$ cat config.mk
export PLATFORM = sky130hd
export DESIGN_NAME = program_loader
export DESIGN_NICKNAME = d
export VERILOG_FILES = /design/src/rtl/program_loader.sv
export SDC_FILE = /design/constraint.sdc
export NUM_CORES = 1
export LEC_CHECK = 0
export CAP_MARGIN = 15
export CORE_ASPECT_RATIO = 1.1
export CORE_MARGIN = 2
export CORE_UTILIZATION = 55
export DETAILED_ROUTE_END_ITERATION = 12
export GPL_TIMING_DRIVEN = 0
export PLACE_DENSITY = 0.88
export SYNTH_ARGS = -nofsm -noshare
export SYNTH_HDL_FRONTEND = slang
export SYNTH_SLANG_ARGS = --single-unit
$ cat constraint.sdc
create_clock -name clk -period 4.41 [get_ports clk]
set_clock_uncertainty 0.2 [all_clocks]
set_input_delay 0.882 -clock clk [delete_from_list [all_inputs] [get_ports clk]]
set_output_delay 0.882 -clock clk [all_outputs]
set_load 0.005 [all_outputs]
$ cat src/rtl/program_loader.sv
// Program loader: pulls a framed program image out of the UART receive FIFO and
// writes it word-by-word into instruction memory, verifying an XOR checksum.
module program_loader #(
    parameter logic [7:0]  CMD_LOAD = 8'h4C,
    parameter int unsigned ADDR_W   = 8
) (
    input  logic              clk,
    input  logic              reset,
    input  logic              uartDataAvailable,
    input  logic [7:0]        uartFifoDataIn,
    output logic              readFlag,
    output logic              imemWe,
    output logic [ADDR_W-1:0] imemAddr,
    output logic [31:0]       imemData,
    output logic              datapathHold,
    output logic              loadDone,
    output logic              loadError,
    output logic              busy
);

    typedef enum logic [2:0] {
        IDLE     = 3'd0,
        GET_CNT  = 3'd1,
        GET_BYTE = 3'd2,
        WRITE    = 3'd3,
        GET_CSUM = 3'd4,
        DONE     = 3'd5,
        ERROR    = 3'd6
    } state_t;

    state_t              state_r;
    logic [1:0]          byteIdx_r;
    logic [8:0]          remaining_r;
    logic [ADDR_W-1:0]   wordIdx_r;
    logic [7:0]          csum_r;
    logic [31:0]         asm_r;
    logic                popNow_s;
    logic [31:0]         asmNext_s;

    function automatic logic [7:0] csumNext(input logic [7:0] csum, input logic [7:0] dataByte);
        return csum ^ dataByte;
    endfunction

    function automatic logic consumesByte(input state_t s);
        case (s)
            IDLE, GET_CNT, GET_BYTE, GET_CSUM: return 1'b1;
            default:                           return 1'b0;
        endcase
    endfunction

    // Pop request: a byte-consuming state with data waiting, never right after a pop.
    always_comb begin
        popNow_s  = 1'b0;
        asmNext_s = {asm_r[23:0], uartFifoDataIn};
        if (!readFlag && uartDataAvailable) begin
            popNow_s = consumesByte(state_r);
        end else begin
            popNow_s = 1'b0;
        end
    end

    // Loader FSM; the byte is taken on the cycle readFlag is high (FIFO head is the popped byte).
    always_ff @(posedge clk) begin
        if (reset) begin
            state_r      <= IDLE;
            byteIdx_r    <= 2'd0;
            remaining_r  <= 9'd0;
            wordIdx_r    <= {ADDR_W{1'b0}};
            csum_r       <= 8'h00;
            asm_r        <= 32'h0000_0000;
            readFlag     <= 1'b0;
            imemWe       <= 1'b0;
            imemAddr     <= {ADDR_W{1'b0}};
            imemData     <= 32'h0000_0000;
            datapathHold <= 1'b0;
            loadDone     <= 1'b0;
            loadError    <= 1'b0;
            busy         <= 1'b0;
        end else begin
            readFlag <= popNow_s;
            imemWe   <= 1'b0;
            loadDone <= 1'b0;
            case (state_r)
                IDLE: begin
                    if (readFlag && (uartFifoDataIn == CMD_LOAD)) begin
                        state_r      <= GET_CNT;
                        loadError    <= 1'b0;
                        wordIdx_r    <= {ADDR_W{1'b0}};
                        csum_r       <= 8'h00;
                        datapathHold <= 1'b1;
                        busy         <= 1'b1;
                    end
                end
                GET_CNT: begin
                    if (readFlag) begin
                        remaining_r <= (uartFifoDataIn == 8'h00) ? 9'd256 : {1'b0, uartFifoDataIn};
                        byteIdx_r   <= 2'd0;
                        state_r     <= GET_BYTE;
                    end
                end
                GET_BYTE: begin
                    if (readFlag) begin
                        asm_r     <= asmNext_s;
                        csum_r    <= csumNext(csum_r, uartFifoDataIn);
                        byteIdx_r <= byteIdx_r + 2'd1;
                        // Present the word on the memory port as we enter WRITE.
                        if (byteIdx_r == 2'd3) begin
                            state_r  <= WRITE;
                            imemWe   <= 1'b1;
                            imemAddr <= wordIdx_r;
                            imemData <= asmNext_s;
                        end
                    end
                end
                WRITE: begin
                    wordIdx_r   <= wordIdx_r + ADDR_W'(1'b1);
                    remaining_r <= remaining_r - 9'd1;
                    state_r     <= (remaining_r == 9'd1) ? GET_CSUM : GET_BYTE;
                end
                GET_CSUM: begin
                    if (readFlag) begin
                        if (uartFifoDataIn == csum_r) begin
                            state_r  <= DONE;
                            loadDone <= 1'b1;
                        end else begin
                            state_r   <= ERROR;
                            loadError <= 1'b1;
                        end
                    end
                end
                DONE, ERROR: begin
                    state_r      <= IDLE;
                    datapathHold <= 1'b0;
                    busy         <= 1'b0;
                end
                default: begin
                    state_r      <= IDLE;
                    datapathHold <= 1'b0;
                    busy         <= 1'b0;
                end
            endcase
        end
    end

endmodule

# ---- After elaboration in Yosys (flattened, before gate mapping)
# Cells that the tools add are included.
# Widths: inputs -> output; s select.
dict set report classes {
  addsub 3
  eq_ne 14
  mux 27
  bitwise 6
  reduce_logical 24
}
# op count
set op_table {}
lappend op_table {{$pmux 8 s2} 2}
lappend op_table {{$mux 3} 6}
lappend op_table {{$mux 9} 2}
lappend op_table {{$pmux 9 s2} 1}
lappend op_table {{$mux 8} 2}
lappend op_table {{$pmux 3 s5} 1}
lappend op_table {{$ne 2x2->1 const B} 6}
lappend op_table {{$reduce_bool 2->1} 5}
lappend op_table {{$eq 9x1->1 const B} 1}
lappend op_table {{$reduce_and 3->1} 3}
lappend op_table {{$sub 9x1->9 const B} 1}
lappend op_table {{$add 8x1->8 const B} 1}
lappend op_table {{$eq 8x7->1 const B} 1}
lappend op_table {{$eq 8x8->1} 1}
lappend op_table {{$logic_not 8->1} 1}
lappend op_table {{$reduce_and 2->1} 4}
lappend op_table {{$reduce_or 4->1} 2}
lappend op_table {{$xor 8x8->8} 1}
lappend op_table {{$mux 1} 7}
lappend op_table {{$eq 3x2->1 const B} 2}
lappend op_table {{$mux 2} 3}
lappend op_table {{$reduce_or 3->1} 2}
lappend op_table {{$not 1->1} 5}
lappend op_table {{$reduce_and 5->1} 1}
lappend op_table {{11 further kinds} 13}
dict set report word_totals {
  register_bits 99
  word_cells 87
}

# ---- Logic depth before layout (Yosys ltp)
# Gate-level depths: netlist of the first run.
dict set report logic_depth {
  word_depth 4
  depth_mapped 7
}

# ---- Least setup slack after synthesis of the first run
# No wires, ideal clock.
dict set report synth_timing {
  kind {input to register}
  start {in uartFifoDataIn[0]}
  end {reg wordIdx_r[7]}
  setup_time_ns 0.128
  arrival_ns 2.200
  required_ns 4.082
  path_slack_ns 1.882
  cell_stages 5
  path_cell_list {or4_4 -> or4_4 -> nand3_1 -> o21a_1 -> nor2_1}
}
dict set report synth_between {
  elab_chain_cells 4
}
# element line
set synth_rtl {}
lappend synth_rtl {{start, declared} 10} ;# input logic [7:0] uartFifoDataIn,
lappend synth_rtl {{$eq 8x7->1} 85} ;# if (readFlag && (uartFifoDataIn == CMD_LOAD)) begin
lappend synth_rtl {{$logic_and 1x1->1} 85}
lappend synth_rtl {{$ne 2x2->1 (no source line)} n/a}
lappend synth_rtl {{$reduce_and 2->1 (no source line)} n/a}
lappend synth_rtl {{end signal, assigned} 68} ;# wordIdx_r <= {ADDR_W{1'b0}};
lappend synth_rtl {{end signal, assigned} 88} ;# wordIdx_r <= {ADDR_W{1'b0}};
lappend synth_rtl {{end signal, assigned} 116} ;# wordIdx_r <= wordIdx_r + ADDR_W'(1'b1);
lappend synth_rtl {{end, declared} 34} ;# logic [ADDR_W-1:0] wordIdx_r;
# No other way between the ends.
# A chain may end at the register's enable or synchronous reset.

# ---- Final worst setup path of the first run
dict set report layout_timing {
  start {in uartFifoDataIn[1]}
  end {reg csum_r[6]}
}
dict set report layout_between {
  elab_chain_cells 4
}
# element line
set layout_rtl {}
lappend layout_rtl {{$eq 8x7->1} 85}
lappend layout_rtl {{$logic_and 1x1->1} 85}
lappend layout_rtl {{$ne 2x2->1 (no source line)} n/a}
lappend layout_rtl {{$reduce_and 3->1 (no source line)} n/a}
lappend layout_rtl {{end signal, assigned} 104} ;# csum_r <= csumNext(csum_r, uartFifoDataIn);
lappend layout_rtl {{end, declared} 35} ;# logic [7:0] csum_r;
# No other way between the ends.

==> results of run 1 <==
==> cells in the final DEF (no fill, tap or decap), types with 2 or more instances in the layout <==
cell             instances
and2_1                   5
o21ai_0                 14
inv_1                    4
or4_4                    2
nand2_1                137
xor2_1                   9
nand2b_1                 2
nor4_1                   2
ha_1                     4
clkdlybuf4s50_1         51
or3_1                    3
nor2_1                  36
nand3b_1                 3
buf_1                    2
a22oi_1                  3
and3_1                   5
clkinvlp_4               2
nor3b_1                  2
clkbuf_8                 9
a31oi_1                  2
dfxtp_1                 99
nand3_1                 10
o21a_1                   2
nor3_1                  17
clkbuf_1                34
a21oi_1                 93
buf_2                    2
nand4_1                  5
==> final timing paths <==
kind	from	endpoint	slack, ps
setup / recovery	uartFifoDataIn[1]	csum_r[6]	1400
hold / removal	asm_r[20]	imemData[28]	260
setup reg to reg	state_r[1]	imemAddr[5]	1880
hold reg to reg	asm_r[20]	imemData[28]	260
==> tightest hold or removal path, stage by stage, from the launching register on <==
cell and delay, ps:
dfxtp_1 320, nand2_1 50, a21oi_1 50
==> metal layers <==
metal  wire length, um  vias to the layer above  part of all wire (%)
met5                 0                        -                     0
met4               320                        0                   3.1
met3               736                       37                   7.2
met2              5059                      183                    49
met1              4140                     1818                    40
li1                  -                     1863                     -
==> sequential cells by signal, indices dropped and copies added (netlist names) <==
name,flops
loadDone,1
imemWe,1
loadError,1
busy,1
imemData,32
readFlag,1
state_r,3
wordIdx_r,8
csum_r,8
imemAddr,8
remaining_r,9
byteIdx_r,2
asm_r,24
==> synth_stat cells, types with 3 or more instances <==
cell | count | share of area, %
nand2_1 | 137 | 13
dfxtp_1 | 99 | 50
a21oi_1 | 93 | 12
nor2_1 | 36 | 3.4
clkbuf_1 | 34 | 3.2
nor3_1 | 17 | 2.1
o21ai_0 | 14 | 1.8
nand3_1 | 10 | 1.3
xor2_1 | 9 | 2.0
and2_1 | 5 | 0.78
and3_1 | 5 | 0.78
nand4_1 | 5 | 0.78
ha_1 | 4 | 1.3
inv_1 | 4 | 0.38
a22oi_1 | 3 | 0.56
nand3b_1 | 3 | 0.56
or3_1 | 3 | 0.47
==> cell type report <==
type                    instances  area [um^2]  area share [%]
flip-flops and latches         99         1982           41.17
clock buffers                   9        123.9           2.573
clock inverters                 6        73.82           1.534
plain buffers                  39        152.6           3.171
repair buffers                 51        510.5           10.61
well taps                      85        106.4           2.210
inverters                       4        15.01          0.3119
multi-input cells             373         1849           38.42
==> through the flow <==
stage	setup WS [ps]	cell area, um^2	std cells	total power, mW	utilization [%]
after floorplan	1882	3999	515	0.9405	-
after global placement	1082	4616	651	0.9605	65.50
after detailed placement	1110	4616	651	0.9614	65.50
after CTS	1486	4813	666	1.535	68.31
after global routing	1267	4813	666	1.573	68.31
final	1404	4813	666	1.539	68.31
==> cells by family (layout without fill, tap and decap cells) <==
family,after synthesis,in the layout,share of synthesized area [%]
flip-flops,99,99,49.56
multiplexers,1,1,0.2503
buffers and inverters,43,109,4.193
XOR/XNOR,9,9,1.971
AO/OA/AOI/OAI,125,125,17.12
AND/OR/NAND/NOR,234,234,25.66
adder cells (fa/ha/maj),4,4,1.252
==> power groups by stage <==
stage / sequential [mW] / combinational, mW / clock, mW
global route: 0.895 / 0.0503 / 0.627
finish: 0.895 / 0.0476 / 0.596
CTS: 0.895 / 0.0460 / 0.594
detailed placement: 0.916 / 0.0457 / 0
floorplan: 0.916 / 0.0249 / 0
global placement: 0.916 / 0.0449 / 0
==> results_dict.tcl, run 1 <==
set metrics [dict create \
    whs_ps 260.0 \
    drive_gt1_share_pct 3.959 \
    crit_path_cell_trace "clkdlybuf4s50_1, or4_4, nor4_2, nor2_1, o21ai_0, a21oi_1" \
    arrival_ps 3050 \
    cts_made_buffers 9 \
    p_switching_mw 0.3660 \
    crit_family "simple AND/OR/NAND/NOR gates" \
    swShare_pct 23.79 \
    fillers 592 \
    row_count 32 \
    diodes 0 \
    critPathCaptureType "flip-flop" \
    critPathLaunchType "input pin" \
    ctsHoldBuffers 0 \
    rr_worst_depth 7 \
    tightestPinTransition_ps 599.4 \
    rsz0062_at_grt "no" \
    grt_max_degree 18 \
    crit_required_ps 4450 \
    peakVddDrop_v 0.0002126 \
    gr-usage-met3_pct 4.237 \
    hold_depth 2 \
    root_buffer "clkbuf_8" \
    cp_max_fo 8 \
    grtUsageMet2_pct 43.62 \
    setup_viol 0 \
    die_w_um 85.30 \
    syn2layout_area_growth_pct 20.37 \
    clk_latency_ps 370 \
    syn_nets 530 \
    routabilityCongestion 0.8953 \
    grt_pass1_wl_um 16700 \
    antenna_found_initial 0 \
    totalWireLength_um 10260 \
    syn_avg_cell_area_um2 7.765 \
    netlist_instances 515 \
    htree_levels 3 \
    top_usage_layer "met2" \
    port_buffers 51 \
    routedWlPerCell_um 15.40 \
    power_frac_seq_pct 58.2 \
    grt.overflow.total 0 \
    synth-seq-cells 99 \
    grtUsageTotal_pct 26.21 \
    async_flop_share_pct 0 \
    crit_slowest_cell "or4_4" \
    die_height_um 93.43 \
    drtAntennaViolNets 0 \
    cts_resized 0 \
    cell_internal_pwr_mw 1.173 \
    cts_setup_buffers 0 \
    cts_tree "yes" \
    place_hpwl_um 7086 \
    die_area_um2 7970 \
    vias 3901 \
    period_share_pct 68.16 \
    power_density_nw_per_um2 319.7 \
    start_util_pct 56.75 \
    dr.first_iter.drc_count 314 \
    grt_use_met1_pct 30.97 \
    syn_area_um2 3999 \
    final.min_clock_period_ps 3006 \
    leakagePower_nw 1.559 \
    slew_headroom_pct 60.04 \
    drtPass1Iterations 5 \
    critical_path.max_stage_delay_ps 620 \
    hold_class "reg2reg" \
    ys_types 43 \
    hold_viol 0 \
    comb_power_share_pct 3.1 \
    path_class "in2reg" \
    route.detailed.drc 0 \
    synthFlopType "dfxtp_1" \
    crit_cells 6 \
    clock_power_share_pct 38.7 \
    via_per_inst 5.857 \
    slew_viol_final 0 \
    synth_edf_count 0 \
    ios 57 \
    drv_cap 0 \
    cts.path.max_buffers 2 \
    clkSinkCount 99 \
    yosysWarnings 0 \
    outcome "finished, final reports clean" \
    clk_transition_reported_paths_ps 100 \
    setup_tns_ps 0 \
    nets 592 \
    grt_pass1_vias 3772 \
    fp.coreArea_um2 7047 \
    ys_seq_area_share_pct 49.56 \
    fmaxAchievable_mhz 332.7 \
    cp_num_buf_inv 1 \
]
(Power assumes the default switching activity.)
==> run 2, diff against run 1 <==
- CORE_UTILIZATION: 55 -> 54
- PLACE_DENSITY: 0.88 -> 0.87
- clock period: 4.41 -> 3 ns (I/O delays scaled with it)
==> run 2 against run 1 <==
  * Combinational power rose by 46%
  * Die area up 1.8%
  * Cell count rose by 0.15%
  * Power grew 43%
  * First-iteration DRC count shrank 17%
  * Hold slack got worse by 2.3 ps
  * Non-clock buffer count is the same
  * Core utilization shrank 0.58 points
  * Clock power rose by 36%
  * Sequential share of layout area up 0.12 points
  * Global-route usage hardly changed
  * Critical endpoint unchanged
  * Largest power group unchanged
==> results_dict.tcl, run 2 (synthesis results as in run 1) <==
set metrics [dict create \
    root_buffer "clkbuf_8" \
    antenna_found_initial 0 \
    rsz0062_at_grt "no" \
    totalWireLength_um 10070 \
    routedWlPerCell_um 15.09 \
    nets 592 \
    comb_power_share_pct 3.2 \
    outcome "finished, final reports clean" \
    via_per_inst 5.775 \
    largest-register "imemData" \
    leakagePower_nw 1.555 \
    arrival_ps 2860 \
    die_area_um2 8111 \
    cts_made_buffers 9 \
    setup_tns_ps 0 \
    cts.path.max_buffers 2 \
    vias 3852 \
    clock_power_share_pct 36.9 \
    die_w_um 86.05 \
    p_switching_mw 0.5468 \
    power_density_nw_per_um2 457.4 \
    slew_headroom_pct 60.62 \
    diodes 0 \
    row_count 32 \
    ctsHoldBuffers 0 \
    crit_required_ps 3050 \
    power_frac_seq_pct 59.9 \
    cell_internal_pwr_mw 1.648 \
    layout_commonest_cell "nand2_1" \
    fp.coreArea_um2 7087 \
    drtAntennaViolNets 0 \
    whs_ps 257.7 \
    ios 57 \
    grt_pass1_wl_um 16700 \
    routabilityCongestion 0.9409 \
    fillers 562 \
    top_regs "imemData (32), asm_r (24), remaining_r (9)" \
    clk_latency_ps 380 \
    swShare_pct 24.91 \
    place_hpwl_um 7141 \
    die_height_um 94.26 \
    fmaxAchievable_mhz 355.9 \
    drtPass1Iterations 6 \
    p_total_mw 2.195 \
    drv_cap 0 \
    cp_max_fo 8 \
    layout_common_cells "nand2_1 (137), dfxtp_1 (99), a21oi_1 (93)" \
    path_class "in2reg" \
    clkSinkCount 99 \
    largest_register_ffs 32 \
    critPathLaunchType "input pin" \
    drive_gt1_share_pct 4.124 \
    start_util_pct 56.43 \
    clk_transition_reported_paths_ps 100 \
    critPathCaptureType "flip-flop" \
    tightestPinTransition_ps 590.7 \
    cts_resized 0 \
    fin_util_pct 67.73 \
    syn2layout_area_growth_pct 20.02 \
    peakVddDrop_v 0.0003082 \
    route.detailed.drc 0 \
    dr.first_iter.drc_count 260 \
    cts_tree "yes" \
    grtUsageTotal_pct 26.22 \
    hold_class "reg2reg" \
    grt.overflow.total 0 \
    period_share_pct 93.66 \
    setup_viol 0 \
    cts_setup_buffers 0 \
    final.min_clock_period_ps 2810 \
    grt_max_degree 19 \
    htree_levels 3 \
    slew_viol_final 0 \
    port_buffers 51 \
    grt_pass1_vias 3588 \
    hold_viol 0 \
]
-- run 2: cell types whose count changed in the layout (fill, tap and decap cells not counted) --
cell / delta
inv_8: +1
bufinv_16: -1
clkinv_2: +1
-- run 2: area by class of cell --
cell class / instances / area (um^2) / area share (%)
flip-flops and latches: 99 / 1982 / 41.29
multi-input cells: 373 / 1849 / 38.53
repair buffers: 51 / 510.5 / 10.64
plain buffers: 39 / 152.6 / 3.180
clock buffers: 9 / 123.9 / 2.581
well taps: 85 / 106.4 / 2.216
clock inverters: 7 / 60.06 / 1.251
inverters: 4 / 15.01 / 0.3128
-- run 2: final timing paths --
path,startpoint,end,slack (ps),depth (start not counted)
setup / recovery,uartFifoDataIn[1],csum_r[6],190,6
hold / removal,imemData[30],imemData[30],260,2
setup reg to reg,state_r[1],imemData[6],520,7
hold reg to reg,imemData[30],imemData[30],260,2
-- run 2: per-stage QoR --
| stage | area (um^2) | std cells | worst slack (ps) |
|---|---|---|---|
| detailed placement | 4616 | 651 | -122.6 |
| finish | 4800 | 667 | 190.1 |
| global placement | 4616 | 651 | -78.40 |
| floorplan | 3999 | 515 | 754.5 |
| CTS | 4800 | 667 | 245.3 |
| global route | 4800 | 667 | 56.89 |
-- run 2: power by group through the flow --
stage          Clock, mW  Sequential, mW  Combinational (mW)
2_1_floorplan          0            1.35              0.0366
3_3_place_gp           0            1.35              0.0659
3_5_place_dp           0            1.35              0.0676
4_1_cts            0.823            1.32              0.0681
5_1_grt            0.870            1.32              0.0745
6_report           0.810            1.32              0.0696
-- run 2: critical path, stage by stage --
cell and delay, ps:
clkdlybuf4s50_1 600, or4_4 630, nor4_2 480, nor2_1 240, o21ai_0 210, a21oi_1 80
-- run 2: per-layer routing --
| metal | global-route usage [%] | wire, um | share of wire (%) | up-vias |
|---|---|---|---|---|
| li1 | - | - | - | 1865 |
| met1 | 31.78 | 4210 | 42 | 1771 |
| met2 | 43.41 | 4741 | 47 | 180 |
| met3 | 4.921 | 766 | 7.6 | 36 |
| met4 | 14.81 | 348 | 3.5 | 0 |
| met5 | 0 | 0 | 0 | - |
